$ cat src/rtl/ctrl_fsm_multicycle_pkg.sv
// Shared opcode, ALU-class and state encodings for the multicycle controller.
// Optional feature: CTRL_JUMP_EN makes opcode 000010 (j) a legal instruction.
package ctrl_pkg;

  localparam logic [5:0] OPC_R    = 6'b000000;
  localparam logic [5:0] OPC_ADDI = 6'b001000;
  localparam logic [5:0] OPC_SLTI = 6'b001010;
  localparam logic [5:0] OPC_LW   = 6'b100011;
  localparam logic [5:0] OPC_SW   = 6'b101011;
  localparam logic [5:0] OPC_BEQ  = 6'b000100;
  localparam logic [5:0] OPC_J    = 6'b000010;

  localparam logic [2:0] ALU_MEM  = 3'b000;
  localparam logic [2:0] ALU_BEQ  = 3'b001;
  localparam logic [2:0] ALU_R    = 3'b010;
  localparam logic [2:0] ALU_ADDI = 3'b110;
  localparam logic [2:0] ALU_SLTI = 3'b111;

  typedef enum logic [2:0] {
    ST_IDLE   = 3'd0,
    ST_IFETCH = 3'd1,
    ST_DECODE = 3'd2,
    ST_EXEC   = 3'd3,
    ST_MEM    = 3'd4,
    ST_WB     = 3'd5,
    ST_ERROR  = 3'd6
  } state_t;

  typedef enum logic [2:0] {
    CLS_ILL,
    CLS_ALU,
    CLS_LW,
    CLS_SW,
    CLS_BEQ,
    CLS_J
  } op_class_t;

  function automatic logic is_mem_class(op_class_t c);
    return (c == CLS_LW) || (c == CLS_SW);
  endfunction

endpackage

$ cat src/rtl/ctrl_fsm_multicycle_if.sv
// Controller-to-datapath bundle. master = controller, slave = datapath/memory side.
// Handshake: a strobe (mem_read_o/mem_write_o) holds until a cycle with mem_ready_i=1; that cycle completes the access.
interface ctrl_fsm_multicycle_if #(
  parameter int OP_W    = 6,
  parameter int ALUOP_W = 3,
  parameter int CNT_W   = 16
);
  logic [OP_W-1:0]    instr_op_i;
  logic               mem_ready_i;
  logic               pc_write_o;
  logic               ir_write_o;
  logic               mem_read_o;
  logic               mem_write_o;
  logic               RegWrite_o;
  logic               RegDst_o;
  logic               ALUSrc_o;
  logic               memtoreg_o;
  logic               Branch_o;
  logic               jump_o;
  logic [ALUOP_W-1:0] ALU_op_o;
  logic [2:0]         state_o;
  logic               illegal_o;
  logic               err_o;
  logic [CNT_W-1:0]   retire_cnt_o;

  modport master (
    input  instr_op_i, mem_ready_i,
    output pc_write_o, ir_write_o, mem_read_o, mem_write_o,
           RegWrite_o, RegDst_o, ALUSrc_o, memtoreg_o, Branch_o, jump_o,
           ALU_op_o, state_o, illegal_o, err_o, retire_cnt_o
  );

  modport slave (
    output instr_op_i, mem_ready_i,
    input  pc_write_o, ir_write_o, mem_read_o, mem_write_o,
           RegWrite_o, RegDst_o, ALUSrc_o, memtoreg_o, Branch_o, jump_o,
           ALU_op_o, state_o, illegal_o, err_o, retire_cnt_o
  );
endinterface

$ cat src/rtl/ctrl_fsm_multicycle_op_class_dec.sv
// Opcode decoder: instruction class, legality and the static datapath fields.
// With CTRL_JUMP_EN undefined the j opcode decodes as illegal.
module op_class_dec
  import ctrl_pkg::*;
#(
  parameter int OP_W    = 6,
  parameter int ALUOP_W = 3
) (
  input  logic [OP_W-1:0]    op,
  output op_class_t          cls,
  output logic               legal,
  output logic [ALUOP_W-1:0] alu_op,
  output logic               alu_src,
  output logic               reg_dst,
  output logic               mem_to_reg
);

  always_comb begin
    cls        = CLS_ILL;
    alu_op     = '0;
    alu_src    = 1'b0;
    reg_dst    = 1'b0;
    mem_to_reg = 1'b0;
    case (op)
      OP_W'(OPC_R):    begin cls = CLS_ALU; alu_op = ALUOP_W'(ALU_R); reg_dst = 1'b1; end
      OP_W'(OPC_ADDI): begin cls = CLS_ALU; alu_op = ALUOP_W'(ALU_ADDI); alu_src = 1'b1; end
      OP_W'(OPC_SLTI): begin cls = CLS_ALU; alu_op = ALUOP_W'(ALU_SLTI); alu_src = 1'b1; end
      OP_W'(OPC_LW):   begin
        cls = CLS_LW; alu_op = ALUOP_W'(ALU_MEM); alu_src = 1'b1; mem_to_reg = 1'b1;
      end
      OP_W'(OPC_SW):   begin cls = CLS_SW; alu_op = ALUOP_W'(ALU_MEM); alu_src = 1'b1; end
      OP_W'(OPC_BEQ):  begin cls = CLS_BEQ; alu_op = ALUOP_W'(ALU_BEQ); end
`ifdef CTRL_JUMP_EN
      OP_W'(OPC_J):    cls = CLS_J;
`endif
      default: ;
    endcase
    legal = (cls != CLS_ILL);
  end

endmodule

$ cat src/rtl/ctrl_fsm_multicycle.sv
// Multicycle Moore controller: IDLE/IFETCH/DECODE/EXEC/MEM/WB/ERROR with memory-wait timeout.
// Optional feature macro: CTRL_JUMP_EN (j opcode legal, drives jump_o in EXEC).
module ctrl_fsm_multicycle
  import ctrl_pkg::*;
#(
  parameter int OP_W         = 6,
  parameter int ALUOP_W      = 3,
  parameter int CNT_W        = 16,
  parameter int MEM_WAIT_MAX = 15
) (
  input logic                  clk_i,
  input logic                  rst_i,
  ctrl_fsm_multicycle_if.master bus
);

  localparam int WAIT_W = (MEM_WAIT_MAX > 1) ? $clog2(MEM_WAIT_MAX) : 1;
  localparam logic [WAIT_W-1:0] WAIT_LIMIT = WAIT_W'((MEM_WAIT_MAX > 0) ? MEM_WAIT_MAX - 1 : 0);

  state_t              state;
  logic [OP_W-1:0]     op_q;
  logic [WAIT_W-1:0]   wait_cnt;
  logic [CNT_W-1:0]    retire_cnt;

  logic [OP_W-1:0]     dec_op;
  op_class_t           dec_cls;
  logic                dec_legal;
  logic [ALUOP_W-1:0]  dec_alu;
  logic                dec_alu_src;
  logic                dec_reg_dst;
  logic                dec_mem_to_reg;
  logic                timeout;

  // DECODE judges the live opcode; every later state decodes the latched one.
  assign dec_op  = (state == ST_DECODE) ? bus.instr_op_i : op_q;
  assign timeout = (MEM_WAIT_MAX != 0) && (wait_cnt == WAIT_LIMIT);

  op_class_dec #(.OP_W(OP_W), .ALUOP_W(ALUOP_W)) u_dec (
    .op         (dec_op),
    .cls        (dec_cls),
    .legal      (dec_legal),
    .alu_op     (dec_alu),
    .alu_src    (dec_alu_src),
    .reg_dst    (dec_reg_dst),
    .mem_to_reg (dec_mem_to_reg)
  );

  always_ff @(posedge clk_i or negedge rst_i) begin
    if (!rst_i) begin
      state      <= ST_IDLE;
      op_q       <= '0;
      wait_cnt   <= '0;
      retire_cnt <= '0;
    end else begin
      // The wait counter only survives stalled IFETCH/MEM cycles.
      wait_cnt <= '0;
      case (state)
        ST_IDLE: state <= ST_IFETCH;
        ST_IFETCH: begin
          if (bus.mem_ready_i)  state <= ST_DECODE;
          else if (timeout)     state <= ST_ERROR;
          else                  wait_cnt <= wait_cnt + 1'b1;
        end
        ST_DECODE: begin
          op_q  <= bus.instr_op_i;
          state <= dec_legal ? ST_EXEC : ST_IFETCH;
        end
        ST_EXEC: begin
          case (dec_cls)
            CLS_ALU:         state <= ST_WB;
            CLS_LW, CLS_SW:  state <= ST_MEM;
            CLS_BEQ, CLS_J: begin
              state      <= ST_IFETCH;
              retire_cnt <= retire_cnt + 1'b1;
            end
            default:         state <= ST_IFETCH;
          endcase
        end
        ST_MEM: begin
          if (bus.mem_ready_i) begin
            if (dec_cls == CLS_LW) begin
              state <= ST_WB;
            end else begin
              state      <= ST_IFETCH;
              retire_cnt <= retire_cnt + 1'b1;
            end
          end else if (timeout) begin
            state <= ST_ERROR;
          end else begin
            wait_cnt <= wait_cnt + 1'b1;
          end
        end
        ST_WB: begin
          state      <= ST_IFETCH;
          retire_cnt <= retire_cnt + 1'b1;
        end
        ST_ERROR: state <= ST_ERROR;
        default:  state <= ST_IDLE;
      endcase
    end
  end

  logic pc_write, ir_write, mem_read, mem_write, reg_write, reg_dst, alu_src, mem_to_reg;
  logic branch, jump, illegal, err;
  logic [ALUOP_W-1:0] alu_op;

  always_comb begin
    pc_write   = 1'b0;
    ir_write   = 1'b0;
    mem_read   = 1'b0;
    mem_write  = 1'b0;
    reg_write  = 1'b0;
    reg_dst    = 1'b0;
    alu_src    = 1'b0;
    mem_to_reg = 1'b0;
    branch     = 1'b0;
    jump       = 1'b0;
    illegal    = 1'b0;
    err        = 1'b0;
    alu_op     = '0;
    if ((state == ST_EXEC) || (state == ST_MEM) || (state == ST_WB)) begin
      alu_op     = dec_alu;
      alu_src    = dec_alu_src;
      reg_dst    = dec_reg_dst;
      mem_to_reg = dec_mem_to_reg;
    end
    case (state)
      ST_IFETCH: begin
        mem_read = 1'b1;
        pc_write = bus.mem_ready_i;
        ir_write = bus.mem_ready_i;
      end
      ST_DECODE: illegal = !dec_legal;
      ST_EXEC: begin
        branch = (dec_cls == CLS_BEQ);
`ifdef CTRL_JUMP_EN
        jump   = (dec_cls == CLS_J);
`else
        jump   = 1'b0;
`endif
      end
      ST_MEM: begin
        mem_read  = is_mem_class(dec_cls) && (dec_cls == CLS_LW);
        mem_write = (dec_cls == CLS_SW);
      end
      ST_WB:    reg_write = 1'b1;
      ST_ERROR: err = 1'b1;
      default: ;
    endcase
  end

  assign bus.pc_write_o   = pc_write;
  assign bus.ir_write_o   = ir_write;
  assign bus.mem_read_o   = mem_read;
  assign bus.mem_write_o  = mem_write;
  assign bus.RegWrite_o   = reg_write;
  assign bus.RegDst_o     = reg_dst;
  assign bus.ALUSrc_o     = alu_src;
  assign bus.memtoreg_o   = mem_to_reg;
  assign bus.Branch_o     = branch;
  assign bus.jump_o       = jump;
  assign bus.ALU_op_o     = alu_op;
  assign bus.state_o      = state;
  assign bus.illegal_o    = illegal;
  assign bus.err_o        = err;
  assign bus.retire_cnt_o = retire_cnt;

endmodule

$ cat src/flat_wrapper.sv
// flat-port wrapper written by rule: the top's interface ports become plain ports
module ctrl_fsm_multicycle_flat import ctrl_pkg::*;
#(
  parameter int OP_W         = 6,
  parameter int ALUOP_W      = 3,
  parameter int CNT_W        = 16,
  parameter int MEM_WAIT_MAX = 15
)
  (clk_i, rst_i, bus_instr_op_i, bus_mem_ready_i, bus_pc_write_o, bus_ir_write_o, bus_mem_read_o, bus_mem_write_o, bus_RegWrite_o, bus_RegDst_o, bus_ALUSrc_o, bus_memtoreg_o, bus_Branch_o, bus_jump_o, bus_ALU_op_o, bus_state_o, bus_illegal_o, bus_err_o, bus_retire_cnt_o);
  ctrl_fsm_multicycle_if #(.OP_W(OP_W), .ALUOP_W(ALUOP_W), .CNT_W(CNT_W)) bus_i ();
  input logic clk_i;
  input logic rst_i;
  input wire logic [$bits(bus_i.instr_op_i)-1:0] bus_instr_op_i;
  input wire logic [$bits(bus_i.mem_ready_i)-1:0] bus_mem_ready_i;
  output wire logic [$bits(bus_i.pc_write_o)-1:0] bus_pc_write_o;
  output wire logic [$bits(bus_i.ir_write_o)-1:0] bus_ir_write_o;
  output wire logic [$bits(bus_i.mem_read_o)-1:0] bus_mem_read_o;
  output wire logic [$bits(bus_i.mem_write_o)-1:0] bus_mem_write_o;
  output wire logic [$bits(bus_i.RegWrite_o)-1:0] bus_RegWrite_o;
  output wire logic [$bits(bus_i.RegDst_o)-1:0] bus_RegDst_o;
  output wire logic [$bits(bus_i.ALUSrc_o)-1:0] bus_ALUSrc_o;
  output wire logic [$bits(bus_i.memtoreg_o)-1:0] bus_memtoreg_o;
  output wire logic [$bits(bus_i.Branch_o)-1:0] bus_Branch_o;
  output wire logic [$bits(bus_i.jump_o)-1:0] bus_jump_o;
  output wire logic [$bits(bus_i.ALU_op_o)-1:0] bus_ALU_op_o;
  output wire logic [$bits(bus_i.state_o)-1:0] bus_state_o;
  output wire logic [$bits(bus_i.illegal_o)-1:0] bus_illegal_o;
  output wire logic [$bits(bus_i.err_o)-1:0] bus_err_o;
  output wire logic [$bits(bus_i.retire_cnt_o)-1:0] bus_retire_cnt_o;
  assign bus_i.instr_op_i = bus_instr_op_i;
  assign bus_i.mem_ready_i = bus_mem_ready_i;
  assign bus_pc_write_o = bus_i.pc_write_o;
  assign bus_ir_write_o = bus_i.ir_write_o;
  assign bus_mem_read_o = bus_i.mem_read_o;
  assign bus_mem_write_o = bus_i.mem_write_o;
  assign bus_RegWrite_o = bus_i.RegWrite_o;
  assign bus_RegDst_o = bus_i.RegDst_o;
  assign bus_ALUSrc_o = bus_i.ALUSrc_o;
  assign bus_memtoreg_o = bus_i.memtoreg_o;
  assign bus_Branch_o = bus_i.Branch_o;
  assign bus_jump_o = bus_i.jump_o;
  assign bus_ALU_op_o = bus_i.ALU_op_o;
  assign bus_state_o = bus_i.state_o;
  assign bus_illegal_o = bus_i.illegal_o;
  assign bus_err_o = bus_i.err_o;
  assign bus_retire_cnt_o = bus_i.retire_cnt_o;
  ctrl_fsm_multicycle #(.OP_W(OP_W), .ALUOP_W(ALUOP_W), .CNT_W(CNT_W), .MEM_WAIT_MAX(MEM_WAIT_MAX)) u_core (.clk_i(clk_i), .rst_i(rst_i), .bus(bus_i));
endmodule
$ cat config.mk
export PLATFORM = sky130hd
export DESIGN_NAME = ctrl_fsm_multicycle_flat
export DESIGN_NICKNAME = d
export VERILOG_FILES = /design/src/rtl/ctrl_fsm_multicycle_pkg.sv /design/src/rtl/ctrl_fsm_multicycle_if.sv /design/src/rtl/ctrl_fsm_multicycle_op_class_dec.sv /design/src/rtl/ctrl_fsm_multicycle.sv /design/src/flat_wrapper.sv
export SDC_FILE = /design/constraint.sdc
export NUM_CORES = 1
export LEC_CHECK = 0
export BUFFER_PORTS_ARGS = -buffer_cell sky130_fd_sc_hd__buf_2
export CORE_AREA = 10 10 76 78
export CTS_BUF_LIST = sky130_fd_sc_hd__clkbuf_16
export DETAILED_ROUTE_END_ITERATION = 8
export DIE_AREA = 0 0 86 88
export GPL_ROUTABILITY_DRIVEN = 0
export SETUP_SLACK_MARGIN = 0.15
export SYNTH_ARGS = -nofsm -noshare
export SYNTH_HDL_FRONTEND = slang
export SYNTH_SLANG_ARGS = --single-unit
$ cat constraint.sdc
create_clock -name clk_i -period 4 [get_ports clk_i]
set_clock_uncertainty 0.15 [all_clocks]
set_input_delay 0.6 -clock clk_i [delete_from_list [all_inputs] [get_ports clk_i]]
set_output_delay 0.6 -clock clk_i [all_outputs]
set_load 0.005 [all_outputs]
### Word level (Yosys, flattened, before mapping)

Cells that the tools add are included.

* flip-flop bits (word level): 29
* input bits: 9
* logic and storage cells: 73

* add/sub/neg operators: 2
* equality and inequality tests: 20
* mux-type cells: 31
* reduce and logical (&&, ||, !) cells: 16

Operators with widths (number)
* 2-to-1 mux 16 bit: 3
* one-hot mux 16 bit (3 select lines): 1
* one-hot mux 3 bit (4 select lines): 2
* one-hot mux 3 bit (6 select lines): 1
* adder 16 x 1 -> 16 bit, second input constant: 1
* equality test 3 bit, second input constant: 5
* 2-to-1 mux 3 bit: 5
* equality test 3 x 2 -> 1 bit, second input constant: 4
* equality test 6 x 4 -> 1 bit, second input constant: 2
* equality test 6 bit, second input constant: 2
* 2-to-1 mux 1 bit: 12
* 2-to-1 mux 4 bit: 3
* OR reduction 2 bit: 4
* equality test 3 x 1 -> 1 bit, second input constant: 2
* equality test 6 x 3 -> 1 bit, second input constant: 1
* zero test 6 bit: 1
* 2-to-1 mux 6 bit: 1
* != test 2 bit, second input constant: 3
* one-hot mux 3 bit (2 select lines): 1
* nonzero test 3 bit: 2
* adder 4 x 1 -> 4 bit, second input constant: 1
* equality test 4 bit, second input constant: 1
* AND reduction 4 bit: 1
* OR reduction 4 bit: 1
* other kinds (7): 9

### Depth between registers and ports, before layout

* depth after elaboration: 9
* gate-level depth with buffers: 7
* depth with buffers taken out: 7

### By module

From an unflattened synthesis, not the netlist that was laid out.

* cells, all modules: 168
* area, all modules: 1721.7 µm²

Modules (own cells, without submodules)
* ctrl_fsm_multicycle: instances 1, cells each 146, area an instance 1577.8 µm², sequential area each 725.7 µm²
* op_class_dec: instances 1, cells each 22, area an instance 143.9 µm², sequential area each 0.0 µm²

### Worst setup path before layout

Ideal clock, no wire load.

* kind: reg2out
* start point: register u_core.state[1] (netlist: u_core.bus.state_o[1])
* end point: output bus_mem_write_o
* arrival: 1596 ps
* data required time: 3250 ps
* path slack: 1654 ps
* cell stages (with the launch flop): 8
* path buffers: 2
* cell sequence: dfrtp_1 buf_6 nor3b_2 buf_2 nand3_1 o21ai_0 inv_1 nor4b_1

* longest elaborated chain between the ends: 7
* elaborated cells on any way between the ends: 13
* those cells by class: eq/ne: 8; mux: 3; reduce/logical: 2

Ends and longest elaborated chain
* from (decl): line ctrl_fsm_multicycle.sv:19 `state_t state;`
* from (signal assigned): line ctrl_fsm_multicycle.sv:65 `state <= dec_legal ? ST_EXEC : ST_IFETCH;`
* equality test 3 x 2 -> 1 bit: line ctrl_fsm_multicycle.sv:34 `assign dec_op = (state == ST_DECODE) ? bus.instr_op_i : op_q;`
* 2-to-1 mux 6 bit
* equality test 6 x 4 -> 1 bit or zero test 6 bit (tied branches): line ctrl_fsm_multicycle_op_class_dec.sv:24 `case (op)`
* OR reduction 3 bit (no line)
* one-hot mux 3 bit (4 select lines): line ctrl_fsm_multicycle_op_class_dec.sv:24
* equality test 3 x 2 -> 1 bit: line ctrl_fsm_multicycle.sv:143 `mem_write = (dec_cls == CLS_SW);`
* 2-to-1 mux 1 bit (*): line ctrl_fsm_multicycle.sv:126 `case (state)`
* to (decl): line flat_wrapper.sv:18 `output wire logic [$bits(bus_i.mem_write_o)-1:0] bus_mem_write_o;`

Every way passes the cells marked *; elsewhere a longest branch is shown, timed or not.

### Worst setup path in the final report

* start point: register u_core.state[1] (netlist: u_core.bus.state_o[1])
* end point: output bus_ALU_op_o[0]

* longest elaborated chain between the ends: 5
* elaborated cells on any way between the ends: 13
* those cells by class: eq/ne: 7; mux: 3; reduce/logical: 3

Ends and longest elaborated chain
* equality test 3 x 2 -> 1 bit: line ctrl_fsm_multicycle.sv:34
* 2-to-1 mux 6 bit
* equality test 6 x 3 -> 1 bit, or another cell as far along: line ctrl_fsm_multicycle_op_class_dec.sv:24
* one-hot mux 3 bit (4 select lines): line ctrl_fsm_multicycle_op_class_dec.sv:24
* 2-to-1 mux 3 bit (*): line ctrl_fsm_multicycle.sv:120 `if ((state == ST_EXEC) || (state == ST_MEM) || (state == ST_WB)) begin`
* to (decl): line flat_wrapper.sv:25 `output wire logic [$bits(bus_i.ALU_op_o)-1:0] bus_ALU_op_o;`

Marks and branches as above.

==> out/metrics.yaml <==
routed_wl_um: 3727
final_layout_size_suffix_gt1_frac: 0.3301
yosys_register_bits: 29
yosysTopAreaCell: "dfrtp_1"
max_cap_violations: 0
drv_slew: 0
synth_seq_area_share: 0.4296
yosys.area_share.simple: 0.2822
cp_top_family: "flip-flops"
grtUsageMet3: 0.04178
post_dp_cell_area_mm2: 0.001922
grt_use_met1: 0.1182
synth_edf_count: 0
syn_area_mm2: 0.001689
viasPerCell: 5.023
synthXorXnorAreaFrac: 0.08815
period_share: 0.7275
io_buffers: 41
dp_hpwl_um: 2903
syn_inst: 164
drtIter0Drc: 16
start_util: 0.3934
worst_pin_slew_ns: 0.6545
finalNetCount: 220
wl_per_cell_um: 14.28
crit_arrival_ns: 2.16
crit_chain: "nor3b_2 > buf_4 > mux2i_1 > nand2b_1 > nor2b_1 > o21a_1 > buf_2"
drc: 0
status: "finished clean"
cts_max_level: 2
die_area_mm2: 0.007568
cpMaxStageDelayCell: "dfrtp_1"
gr-usage-met2: 0.1704
synth_mux_area_frac: 0.05852
areaGrowthSynthToFinish_pct: 21.93
grt_pass1_wl_um: 6430
finalSetupViolations: 0
syn_area_per_cell_um2: 10.30
ys.flop_type: "dfrtp_1"
yosys_warnings: 0
hold_class: "in2async"
fmax_mhz: 343.6
cts_tree: "done"
coreArea_mm2: 0.004294
grt_pass1_vias: 1353
ys_types: 46
synthesis.nets: 176
synthAdderAreaFrac: 0.02222
cts_sinks: 29
rows: 24
rrSetupSlack_ns: 1.93
timing_hold_violations_final: 0
cts_resized: 0
yosys-top-cells-area: "dfrtp_1 43%, xnor2_1 7.8%, mux2_2 4.7%, nor2_1 3.1%, nand3_1 2.7%"
vias: 1311
critPathCaptureType: "output port"
fin_crit_ns: 2.910
crit_type: "reg2out"
rsz0062_at_grt: "false"
clk_pin_slew_ns: 0.05
cts_setup_buffers: 0
cts_hold_buf: 0
power.density_mw_per_mm2: 565.4
synth_compound_area_frac: 0.07481
tns_ns: 0
cp_max_fo: 15
root_buffer: "clkbuf_16"
critPathLaunchType: "register"
grt.total_usage: 0.1055
ir_worst_vdd_uv: 272.8
grt_start_max_net_pins: 30
drt-pass1-iter-count: 6
clock_path_buffers: 2
max_stage_delay_ns: 0.61
busiest_layer: "met2"
slew-limit-headroom: 0.5637
crit_required_ns: 3.25
stdcell_area_mm2: 0.002059
antenna_found_initial: 0
grt_overflow: 0
synth-async-reset-ratio: 1.000
cts_made_buffers: 5
path_buf_inv: 2
p_leak_nw: 0.9390
n_fill_cell: 426
ant_nets: 0
die_y_um: 88
die-width_um: 86
yosysTopAreaCellShare: 0.4296
synth_top_family_by_area: "simple AND/OR/NAND/NOR gates"
antennaDiodeCount: 0
clk_latency_ns: 0.28
io_pins: 43
-- synth_stat cells, types with 5 or more instances --
| master | instances |
|---|---|
| a21oi_1 | 5 |
| and3_1 | 5 |
| dfrtp_1 | 29 |
| inv_1 | 7 |
| mux2_2 | 7 |
| nand2_1 | 12 |
| nand3_1 | 9 |
| nand4_1 | 6 |
| nor2_1 | 14 |
| o21ai_0 | 5 |
| xnor2_1 | 15 |
-- cell type report --
class                   count  area (um^2)  area share
flip-flops and latches     29        725.7      0.3524
multi-input cells         123        892.1      0.4332
well taps                  52        65.06     0.03159
clock inverters             3        12.51    0.006075
inverters                   7        26.28     0.01276
repair buffers             42        212.7      0.1033
clock buffers               5        125.1     0.06075
-- layout by cell type, fill, tap and decap left out, types with 5 or more instances in the layout --
cell	instances
o21ai_0	5
dfrtp_1	29
xnor2_1	15
inv_1	7
a21oi_1	5
nand4_1	6
clkbuf_16	5
nor2_1	14
nand2_1	12
nand3_1	9
mux2_2	7
buf_2	41
and3_1	5
-- final timing paths --
kind                                                                 to  cells past startpoint                                     from
worst max-delay path                                    bus_ALU_op_o[0]                      7          u_core.bus.state_o[1]$_DFF_PN0_
worst min-delay path                           u_core.op_q[1]$_DFF_PN0_                      1                                    rst_i
worst max register to register  u_core.bus.retire_cnt_o[15]$_DFFE_PN0P_                      5                 u_core.op_q[3]$_DFF_PN0_
worst min register to register  u_core.bus.retire_cnt_o[15]$_DFFE_PN0P_                      1  u_core.bus.retire_cnt_o[15]$_DFFE_PN0P_
max in group asynchronous                  u_core.wait_cnt[2]$_DFF_PN0_                      1                                    rst_i
min in group clk_i              u_core.bus.retire_cnt_o[15]$_DFFE_PN0P_                      1  u_core.bus.retire_cnt_o[15]$_DFFE_PN0P_
-- metal layers --
| metal | part of all wire | wire length [um] |
|---|---|---|
| met1 | 0.44 | 1655 |
| met2 | 0.47 | 1740 |
| met5 | 0 | 0 |
| met4 | 0.018 | 68 |
| met3 | 0.071 | 263 |
-- kinds of logic after synthesis --
kind of cell,after synthesis
adders and majority gates,3
DFF,29
xor gates and xnor gates,17
buffers and inverters,12
other,1
muxes,9
and+or+nand+nor,75
AOI/OAI and AO/OA,18
-- through the flow --
step | hold WS (ns) | worst slack [ns] | power (mW) | cells | util
6_report | 0.2031 | 1.090 | 1.164 | 261 | 0.4796
3_5_place_dp | 0.3109 | 1.367 | 0.8242 | 253 | 0.4476
5_1_grt | 0.2715 | 0.9146 | 1.244 | 261 | 0.4796
2_1_floorplan | 0.1544 | 1.654 | 0.7176 | 164 | -
4_1_cts | 0.2240 | 1.071 | 1.179 | 261 | 0.4796
3_3_place_gp | 0.3054 | 1.388 | 0.8219 | 253 | 0.4476
-- flip-flops by register name, indices dropped and copies added, names as in the netlist --
register,flops
u_core.bus.retire_cnt_o,16
u_core.bus.state_o,3
u_core.op_q,6
u_core.wait_cnt,4
-- power by group --
group          switching (mW)  internal [mW]  total, mW
combinational           0.172          0.179      0.350
sequential              0.103          0.362      0.464
clock                   0.126          0.224      0.350
-- worst reg2reg max path: cells and delay by family (launching register included) --
kind	cells	cell delay [ns]
simple gates	3	0.85
xor+xnor	1	0.14
compound gates	1	0.36
flops	1	0.45
No activity file was read; power rests on OpenSTA's default activity.
